**src/rtl/hazard_ctrl.sv**
```systemverilog
// ============================================================================
// hazard_ctrl
// ----------------------------------------------------------------------------
// Pipeline hazard controller for a classic 5-stage in-order core.
//
//   * Load-use detection between the instruction in ID and a load in EXE.
//     On a hit it inserts exactly one bubble: PC and IF/ID hold, and ID/EXE
//     is flushed. The decision is purely combinational, so it takes effect in
//     the same cycle.
//   * Multi-cycle mult/div tracking with a two-state FSM (IDLE / MD_BUSY) and
//     a 6-bit down-counter. While the unit is busy, any ID instruction that
//     touches the mult/div unit or HI/LO is stalled the same way as a
//     load-use.
//   * A taken branch/jump resolved in EXE flushes IF/ID and ID/EXE. It has
//     priority over every stall, because the stalled instructions are on the
//     wrong path anyway.
//   * Reset is synchronous and active-high. While rst is high every output
//     is forced to 0.
//
// Optional build macro:
//   HAZARD_PERF_CNT_EN - adds the 32-bit saturating performance counters
//                        stall_cnt (cycles with PC_stall=1) and flush_cnt
//                        (cycles with EXE_redirect=1). When the macro is not
//                        defined, the ports and registers do not exist.
// ============================================================================
module hazard_ctrl #(
    parameter int MD_LAT = 32              // mult/div latency in cycles, 2..63
) (
    input  logic       clk,
    input  logic       rst,
    // ID stage source operands
    input  logic [4:0] ID_rs,
    input  logic [4:0] ID_rt,
    input  logic       ID_rs_use,
    input  logic       ID_rt_use,
    input  logic       ID_md_use,
    // EXE stage producer information
    input  logic [4:0] IDEXE_rd,
    input  logic       IDEXE_RFWr,
    input  logic [3:0] IDEXE_DMRd,
    input  logic       EXE_redirect,
    input  logic       EXE_md_start,
    // Pipeline control
    output logic       PC_stall,
    output logic       IFID_stall,
    output logic       IFID_flush,
    output logic       IDEXE_stall,
    output logic       IDEXE_flush,
    output logic       md_busy
`ifdef HAZARD_PERF_CNT_EN
    ,
    output logic [31:0] stall_cnt,
    output logic [31:0] flush_cnt
`endif
);

    // ------------------------------------------------------------------------
    // Constants
    // ------------------------------------------------------------------------
    localparam logic [0:0] ST_IDLE    = 1'b0;
    localparam logic [0:0] ST_MD_BUSY = 1'b1;

    // The start cycle itself counts as the first cycle of the latency, so the
    // counter is loaded with one less than the full latency.
    localparam logic [5:0] MD_LOAD    = 6'(MD_LAT - 1);

    localparam logic [3:0] DMRD_NOP   = 4'b0000;
    localparam int         NUM_SRC    = 2;

    // ------------------------------------------------------------------------
    // State
    // ------------------------------------------------------------------------
    logic [0:0] r_state;
    logic [0:0] w_state_next;
    logic [5:0] r_md_cnt;
    logic [5:0] w_md_cnt_next;

    // ------------------------------------------------------------------------
    // Load-use detection
    // ------------------------------------------------------------------------
    // rs and rt are handled as a small array of source operands so that both
    // get exactly the same comparison logic.
    logic [NUM_SRC-1:0][4:0] w_src_reg;
    logic [NUM_SRC-1:0]      w_src_use;
    logic [NUM_SRC-1:0]      w_src_hit;
    logic                    w_load_in_exe;
    logic                    w_load_use;

    assign w_src_reg[0] = ID_rs;
    assign w_src_reg[1] = ID_rt;
    assign w_src_use[0] = ID_rs_use;
    assign w_src_use[1] = ID_rt_use;

    // A load whose destination is $zero never produces a real value, so it
    // cannot create a dependency.
    assign w_load_in_exe = (IDEXE_DMRd != DMRD_NOP) && IDEXE_RFWr
                        && (IDEXE_rd != 5'd0);

    genvar gi;
    generate
        for (gi = 0; gi < NUM_SRC; gi++) begin : g_src_match
            assign w_src_hit[gi] = w_src_use[gi] && (w_src_reg[gi] == IDEXE_rd);
        end
    endgenerate

    assign w_load_use = w_load_in_exe && (|w_src_hit);

    // ------------------------------------------------------------------------
    // Mult/div stall and combined stall request
    // ------------------------------------------------------------------------
    logic w_md_busy;
    logic w_md_stall;
    logic w_stall_req;

    assign w_md_busy   = (r_state == ST_MD_BUSY);
    assign w_md_stall  = w_md_busy && ID_md_use;
    // Both stall sources produce the same one-cycle hold, so they are merged
    // into a single request.
    assign w_stall_req = w_load_use || w_md_stall;

    // Pipeline control outputs: reset masks everything, redirect beats stalls
    always_comb begin
        PC_stall    = 1'b0;
        IFID_stall  = 1'b0;
        IFID_flush  = 1'b0;
        IDEXE_stall = 1'b0;     // reserved for a future multi-cycle EXE
        IDEXE_flush = 1'b0;
        md_busy     = 1'b0;
        if (!rst) begin
            md_busy = w_md_busy;
            if (EXE_redirect) begin
                IFID_flush  = 1'b1;
                IDEXE_flush = 1'b1;
            end else if (w_stall_req) begin
                PC_stall    = 1'b1;
                IFID_stall  = 1'b1;
                IDEXE_flush = 1'b1;
            end
        end
    end

    // ------------------------------------------------------------------------
    // Mult/div FSM
    // ------------------------------------------------------------------------
    // Next-state logic: start only from IDLE, count down while busy.
    // EXE_md_start is accepted even when EXE_redirect is high, because the
    // instruction in EXE is older than the redirect it resolves.
    always_comb begin
        w_state_next  = r_state;
        w_md_cnt_next = r_md_cnt;
        case (r_state)
            ST_IDLE: begin
                if (EXE_md_start) begin
                    w_state_next  = ST_MD_BUSY;
                    w_md_cnt_next = MD_LOAD;
                end
            end
            ST_MD_BUSY: begin
                // A start request seen here is ignored: the unit is single
                // issue and the running operation is never restarted.
                if (r_md_cnt <= 6'd1) begin
                    w_state_next  = ST_IDLE;
                    w_md_cnt_next = 6'd0;
                end else begin
                    w_md_cnt_next = r_md_cnt - 6'd1;
                end
            end
            default: begin
                w_state_next  = ST_IDLE;
                w_md_cnt_next = 6'd0;
            end
        endcase
    end

    // State and counter registers; reset aborts any operation in flight
    always_ff @(posedge clk) begin
        if (rst) begin
            r_state  <= ST_IDLE;
            r_md_cnt <= 6'd0;
        end else begin
            r_state  <= w_state_next;
            r_md_cnt <= w_md_cnt_next;
        end
    end

`ifdef HAZARD_PERF_CNT_EN
    // ------------------------------------------------------------------------
    // Performance counters
    // ------------------------------------------------------------------------
    logic [31:0] r_stall_cnt;
    logic [31:0] r_flush_cnt;

    // Saturating event counters for stall cycles and redirect cycles
    always_ff @(posedge clk) begin
        if (rst) begin
            r_stall_cnt <= 32'd0;
            r_flush_cnt <= 32'd0;
        end else begin
            if (PC_stall && (r_stall_cnt != 32'hFFFF_FFFF)) begin
                r_stall_cnt <= r_stall_cnt + 32'd1;
            end
            if (EXE_redirect && (r_flush_cnt != 32'hFFFF_FFFF)) begin
                r_flush_cnt <= r_flush_cnt + 32'd1;
            end
        end
    end

    // Counters are outputs and are therefore also masked while rst is high
    assign stall_cnt = rst ? 32'd0 : r_stall_cnt;
    assign flush_cnt = rst ? 32'd0 : r_flush_cnt;
`endif

endmodule

```
**config.mk**
```make
export PLATFORM = sky130hd
export DESIGN_NAME = hazard_ctrl
export DESIGN_NICKNAME = d
export VERILOG_FILES = /design/src/rtl/hazard_ctrl.sv
export SDC_FILE = /design/constraint.sdc
export NUM_CORES = 1
export LEC_CHECK = 0
export BUFFER_PORTS_ARGS = -buffer_cell sky130_fd_sc_hd__buf_2
export CAP_MARGIN = 0
export CORE_MARGIN = 2
export CORE_UTILIZATION = 40
export DETAILED_ROUTE_END_ITERATION = 12
export PLACE_DENSITY = 0.81
export SYNTH_ARGS = -nofsm -noshare
export SYNTH_HDL_FRONTEND = slang
export SYNTH_SLANG_ARGS = --single-unit
```
**constraint.sdc**
```tcl
create_clock -name clk -period 2 [get_ports clk]
set_input_delay 0.3 -clock clk [delete_from_list [all_inputs] [get_ports clk]]
set_output_delay 0.3 -clock clk [all_outputs]
set_load 0.05 [all_outputs]
```
Word-level counts from Yosys, hierarchy flattened
Cells that the tools add are included.
{ "totals": {"ff_bits": 7, "latchBits": 0, "ram_bits": 0, "mem_bits_ro": 0, "inputBits": 27, "mem_count": 0} }
{ "classes": {"add_sub_neg": 1, "multipliers": 0, "div_mod_pow": 0, "n_lt_le_gt_ge": 1, "eq_ne": 3, "shifts": 0, "muxes": 14, "n_bitwise": 1, "n_reduce_logical": 10} }
{ "op_table": {"columns": ["cell", "n"], "rows": [
  ["two-way mux 6 bit", 2],
  ["one-hot mux 6 bit (2 select lines)", 1],
  ["== test 5 bit", 2],
  ["two-way mux 1 bit", 10],
  ["less-or-equal comparator 6 x 1 -> 1 bit (second input constant)", 1],
  ["logical AND 1 bit", 6],
  ["subtractor 6 x 1 -> 6 bit (second input constant)", 1],
  ["nonzero test 5 bit", 1],
  ["nonzero test 4 bit", 1],
  ["!= test 2 bit (second input constant)", 1],
  ["one-hot mux 1 bit (2 select lines)", 1],
  ["OR reduction 2 bit", 1],
  ["logical OR 1 bit", 1],
  ["NOT 1 bit", 1]
]} }

Longest topological paths before layout
Gate-level depths: netlist of run 1.
{ "logic_depth": {"ltp_word": 8, "ltp_mapped": 6, "ltp_nobuf": 6} }

Worst setup path before layout of run 1
OpenSTA, ideal clock, no wires.
{ "synth_timing": {"path_type": "input-to-output", "startpoint": "input port IDEXE_rd[3]", "endpoint": "output port PC_stall", "arrival_ps": 2467, "slack_ps": -767, "stages": 5, "cell_sequence": "xor2_1 > nor4_1 > a32oi_1 > o31ai_1 > buf_4"} }
{ "synth_via": {"elab_chain_cells": 8, "word_cells_on_any_way": 12, "cone_classes": "2 x eq/ne; 3 x mux; 7 x reduce/logical"} }
{ "synth_rtl": {"columns": ["item", "line_no", "rtl"], "rows": [
  ["start, declared", "38", "input logic [4:0] IDEXE_rd,"],
  ["== test 5 bit", "102", "assign w_src_hit[gi] = w_src_use[gi] && (w_src_reg[gi] == IDEXE_rd);"],
  ["logical AND 1 bit", "102", null],
  ["OR reduction 2 bit", "106", "assign w_load_use = w_load_in_exe && (|w_src_hit);"],
  ["logical AND 1 bit (*)", "106", null],
  ["logical OR 1 bit (*)", "119", "assign w_stall_req = w_load_use || w_md_stall;"],
  ["two-way mux 1 bit (*) (3 in a row)", null, null],
  ["end, declared", "44", "output logic PC_stall,"]
]} }
Mark *: on every way between the ends. The rest lies on a longest branch, timed or not.

Worst setup path in the final report of run 1
{ "layout_timing": {"startpoint": "input port IDEXE_rd[1]", "endpoint": "output port IDEXE_flush"} }
{ "layout_via": {"elab_chain_cells": 8, "word_cells_on_any_way": 12, "cone_classes": "2 x eq/ne; 3 x mux; 7 x reduce/logical"} }
{ "layout_rtl": {"columns": ["item", "line_no", "rtl"], "rows": [
  ["== test 5 bit", "102", null],
  ["logical AND 1 bit", "102", null],
  ["OR reduction 2 bit", "106", null],
  ["logical AND 1 bit (*)", "106", null],
  ["logical OR 1 bit (*)", "119", null],
  ["two-way mux 1 bit (*)", "134", "end else if (w_stall_req) begin"],
  ["two-way mux 1 bit (*)", "131", "if (EXE_redirect) begin"],
  ["two-way mux 1 bit (*)", "129", "if (!rst) begin"],
  ["end, declared", "48", "output logic IDEXE_flush,"]
]} }
Marked as above.

==> flow_metrics.env, run 1 <==
export IMPL_fin_tns_setup_ns=0
export IMPL_period_share=0.959
export IMPL_row_count=13
export IMPL_synth_nets=99
export IMPL_die_h_microns=41.4
export IMPL_hold_viol=0
export IMPL_layoutNonFillerInstCount=116
export IMPL_path_buf_inv=2
export IMPL_finalSetupViolCount=0
export IMPL_worst_pin_slew_ns=0.495
export IMPL_port_buffers=31
export IMPL_seq_area_frac_synth=0.250
export IMPL_overflow=0
export IMPL_cp_slowest_cell="or4_1"
export IMPL_drt_iter0_markers=16
export IMPL_cts_root_buf="clkbuf_4"
export IMPL_synth_edf_count=0
export IMPL_grt_setup_unrepaired="no"
export IMPL_start_util=0.431
export IMPL_insertion_delay_ns=0.25
export IMPL_via_count=639
export IMPL_power_density_mw_per_mm2=607
export IMPL_postSynth_asyncResetShare=0
export IMPL_ys_warn_count=0
export IMPL_vdd_drop_max_v=0.000513
export IMPL_syn_avg_cell_area_sq_um=8.01
export IMPL_cts_num_sinks=7
export IMPL_status="completed"
export IMPL_clk_pin_slew_ns=0.05
export IMPL_fp_dieW_microns=41.4
export IMPL_hp_class="in -> reg"
export IMPL_synth_common_cells="xor2_1 (8), dfxtp_1 (7), a21oi_1 (6)"
export IMPL_synth_main_ff_cell="dfxtp_1"
export IMPL_slew_headroom=0.666
export IMPL_grt_max_degree=13
export IMPL_final_antenna_net_count=0
export IMPL_yosys_register_bits=7
export IMPL_first_pass_iters=4
export IMPL_dp_cells=112
export IMPL_ios=33
export IMPL_worst_setup_path_start_kind="input pin"
export IMPL_hpwl_microns=1120
export IMPL_cts_buffer_depth=2
export IMPL_critPathKind="in -> out"
export IMPL_post_cts_buffers=0
export IMPL_synth_area_leaders="dfxtp_1 (25%), xor2_1 (13%), a21oi_1 (5.4%)"
export IMPL_p_leak_nw=0.340
export IMPL_drv_slew=0
export IMPL_final_core_util=0.594
export IMPL_crit_chain="buf_2 > or4_1 > o2111ai_1 > o21ai_1 > buf_2"
export IMPL_critPathMaxFanout=3
export IMPL_crit_family="simple AND/OR/NAND/NOR gates"
export IMPL_cp_data_arrival_time_ns=1.62
export IMPL_antenna_found_initial=0
export IMPL_antenna_cells=0
export IMPL_layout_drive_gt1_share=0.416
export IMPL_drcViolationCount=0
export IMPL_grt_pass1_vias=599
export IMPL_finalNetCount=131
export IMPL_wire_per_inst_microns=11.7
export IMPL_cts_tree="built"
export IMPL_fmaxAchievable_mhz=521
export IMPL_yosysTopAreaCell="dfxtp_1"
export IMPL_yosys_cell_count_top_type="xor2_1"
export IMPL_fin_skew_ns=0.00669
export IMPL_cts_buffers_inserted=3
export IMPL_fin_crit_ns=1.92
export IMPL_syn_to_final_growth_pct=37.9
export IMPL_core_area_sq_mm=0.00130
export IMPL_worstPathRequired_ns=1.70
export IMPL_drt_wl_total_microns=1360
export IMPL_grt_total_usage=0.173
export IMPL_vias_per_cell=5.51
export IMPL_yosys_cell_types_count=33
export IMPL_dieArea_sq_mm=0.00172
export IMPL_critPathMaxStageDelay_ns=0.52
export IMPL_place_congestion=0.876
export IMPL_end_kind="primary output"
export IMPL_htreeDepth=1
export IMPL_grt_pass1_wl_microns=2380
export IMPL_synth_top_area_frac=0.250
export IMPL_syn_inst=70
export IMPL_synth_cell_area_sq_um=561
export IMPL_drv_cap=0
export IMPL_crit_top_cell="buf_2"
-- per-stage QoR --
stage	cell area (sq um)	power [mW]	setup WS [ns]	hold WS, ns
final	773	0.470	0.0822	0.327
after global routing	773	0.506	0.0396	0.346
after CTS	762	0.472	0.0501	0.324
after detailed placement	736	0.340	0.0571	0.530
after global placement	736	0.335	0.0625	0.517
after floorplan	584	0.289	-0.0136	0.445
-- final timing paths --
path | startpoint | endpoint | slack (ns) | depth (start not counted)
worst max-delay path | IDEXE_rd[1] | IDEXE_flush | 0.08 | 5
worst min-delay path | EXE_md_start | r_md_cnt[1] | 0.33 | 2
worst min register to register | r_md_cnt[4] | r_md_cnt[4] | 0.54 | 2
worst max register to register | r_md_cnt[0] | r_md_cnt[5] | 0.39 | 6
-- state kept, by name (all words and copies together) (netlist names) --
signal / count
r_md_cnt: 6
r_state: 1
-- timing repair --
item | CTS | global route
hold endpoints to repair | 0 | 0
endpoints found under the setup margin | 0 | 2
gates resized for setup | 0 | 3
hold buffers | 0 | 0
-- routing by layer --
metal  vias up  GRT usage  wire [microns]
met1       300      0.206             572
met5         -          0               0
li1        320          -               -
met3         0     0.0739              82
met4         0     0.0387               0
met2        19      0.288             700
-- layout make-up --
class	instances	area [sq um]
fill	118	528
multi-input combinational	56	417
timing repair buffer	31	160
sequential	7	140
clock buffer	4	26.3
tap	15	18.8
inverter	3	11.3
-- logic make-up after synthesis --
kind of cell    count (synthesis)  synth area share
compound gates                 18             0.221
xor+xnor                       10             0.156
fa+ha+maj                       2            0.0446
buf+inv                         7            0.0603
flops                           7             0.250
other cells                     1           0.00669
simple gates                   25             0.261
-- cells in the final DEF, fill, tap and decap left out, drive strengths merged, types with 2 or more instances in the layout --
cell type  count
a21oi          6
buf           29
clkbuf         6
dfxtp          7
ha             2
inv            3
nand2          3
nor2           5
nor2b          3
nor4           3
o21ai          2
or3            3
or4            3
xnor2          2
xor2           8
-- report_power, final --
part	internal [mW]	leakage [nW]	switching, mW
combinational	0.0734	0.267	0.0907
sequential	0.155	0.0582	0.0214
clock	0.0761	0.0150	0.0526
(Power assumes the default switching activity.)
==> inputs of run 2 (changes only) <==
- SETUP_SLACK_MARGIN: default -> 0.3
==> run 2 against run 1 <==
  * Clock power barely moved
  * Sequential cell count did not move
  * Fmax is 6.9% higher
  * Largest cell class unchanged
  * Largest power group unchanged
  * Highest routed layer is now met4
==> flow_metrics.env, run 2 (synthesis results as in run 1) <==
export IMPL_critPathMaxFanout=3
export IMPL_row_count=13
export IMPL_nFillCells=121
export IMPL_critPathKind="in -> out"
export IMPL_cts_root_buf="clkbuf_4"
export IMPL_core_area_sq_mm=0.00130
export IMPL_hpwl_microns=1100
export IMPL_largest_reg_flops=6
export IMPL_fin_skew_ns=0.00404
export IMPL_dpl_instance_area_sq_um=736
export IMPL_power_density_mw_per_mm2=592
export IMPL_antenna_cells=0
export IMPL_start_util=0.431
export IMPL_die_h_microns=41.4
export IMPL_final_common_cell="buf_2"
export IMPL_worstPathRequired_ns=1.70
export IMPL_dieArea_sq_mm=0.00172
export IMPL_finalSetupViolCount=0
export IMPL_fin_tns_setup_ns=0
export IMPL_syn_to_final_growth_pct=44.0
export IMPL_regMostFlops="r_md_cnt"
export IMPL_drv_cap=0
export IMPL_antenna_found_initial=0
export IMPL_cp_data_arrival_time_ns=1.49
export IMPL_top_regs="r_md_cnt (6), r_state (1)"
export IMPL_hp_class="in -> reg"
export IMPL_final_cell_mix="buf_2 (26), xor2_1 (8), a21oi_1 (6), dfxtp_1 (6)"
export IMPL_layout_drive_gt1_share=0.436
export IMPL_first_pass_iters=4
export IMPL_via_count=629
export IMPL_drt_wl_total_microns=1400
export IMPL_drcViolationCount=0
export IMPL_final_area_sq_um=807
export IMPL_fin_crit_ns=1.79
export IMPL_cts_num_sinks=7
export IMPL_place_congestion=0.876
export IMPL_power_frac_clock=0.268
export IMPL_status="completed"
export IMPL_hold_viol=0
export IMPL_drt_iter0_markers=12
export IMPL_period_share=0.897
export IMPL_cts_buffer_depth=2
export IMPL_grt_max_degree=13
export IMPL_post_cts_buffers=0
export IMPL_ios=33
export IMPL_port_buffers=31
export IMPL_p_int_uw=311
export IMPL_clk_pin_slew_ns=0.05
export IMPL_grt_setup_unrepaired="yes"
export IMPL_grt_pass1_wl_microns=2270
export IMPL_final_antenna_net_count=0
export IMPL_wire_per_inst_microns=12.0
export IMPL_drv_slew=0
export IMPL_switching_share=0.348
export IMPL_worst_setup_path_start_kind="input pin"
export IMPL_end_kind="primary output"
export IMPL_insertion_delay_ns=0.25
export IMPL_finalNetCount=131
export IMPL_switchingPower_uw=166
export IMPL_grt_pass1_vias=571
export IMPL_overflow=0
export IMPL_vdd_drop_max_v=0.000429
export IMPL_vias_per_cell=5.42
export IMPL_p_leak_nw=0.350
export IMPL_seqPwrFrac=0.372
export IMPL_cts_buffers_inserted=3
export IMPL_htreeDepth=1
export IMPL_cts_tree="built"
export IMPL_fmaxAchievable_mhz=557
export IMPL_worst_pin_slew_ns=0.494
export IMPL_slew_headroom=0.666
export IMPL_grt_total_usage=0.166
export IMPL_combPwrFrac=0.360
export IMPL_fp_dieW_microns=41.4
==> run 2: worst max-delay path: stages <==
cell and delay (ns):
buf_6 0.10, xor2_1 0.16, nor4_2 0.29, a32oi_1 0.20
o31ai_4 0.24, buf_6 0.19
==> run 2: power by group through the flow <==
stage	clock, mW	sequential [mW]	combinational, mW
finish	0.128	0.177	0.172
detailed placement	0	0.179	0.161
floorplan	0	0.171	0.118
CTS	0.133	0.176	0.170
global placement	0	0.178	0.157
global route	0.140	0.181	0.192
==> run 2: cell type report <==
| class | instances | area (sq um) | share of cell area |
|---|---|---|---|
| Tap cell | 15 | 18.8 | 0.0233 |
| Multi-Input combinational cell | 56 | 423 | 0.524 |
| Inverter | 3 | 11.3 | 0.0140 |
| Timing Repair Buffer | 31 | 186 | 0.231 |
| Clock buffer | 4 | 26.3 | 0.0326 |
| Sequential cell | 7 | 141 | 0.175 |
==> run 2: repair_timing <==
| action | in CTS | in global routing |
|---|---|---|
| endpoints found under the setup margin | 3 | 3 |
| pin swaps | 4 | 2 |
| gates cloned | 0 | 0 |
| resized for setup | 11 | 2 |
| hold buffers | 0 | 0 |
==> run 2: path summary, 6_finish.rpt <==
path,from,cells after the start,slack [ns],endpoint
setup / recovery,IDEXE_rd[1],6,0.21,IFID_stall
hold / removal,EXE_md_start,2,0.34,r_md_cnt[1]
setup reg to reg,r_md_cnt[0],6,0.42,r_md_cnt[3]
hold reg to reg,r_md_cnt[4],2,0.54,r_md_cnt[4]
==> run 2: per-stage QoR <==
stage	cells	power [mW]	util	setup slack [ns]	hold WS, ns
2_1_floorplan	70	0.289	-	-0.0136	0.445
3_3_place_gp	112	0.335	0.565	0.0644	0.517
3_5_place_dp	112	0.340	0.565	0.0701	0.530
4_1_cts	116	0.478	0.614	0.153	0.343
5_1_grt	116	0.513	0.620	0.140	0.363
6_report	116	0.478	0.620	0.206	0.344
==> run 2: layer usage <==
metal  part of all wire  global-route usage  vias up
met5                  0                   0        -
met4             0.0064              0.0387        0
met3              0.053              0.0696        3
met2               0.52               0.288       17
met1               0.42               0.188      285
li1                   -                   -      324
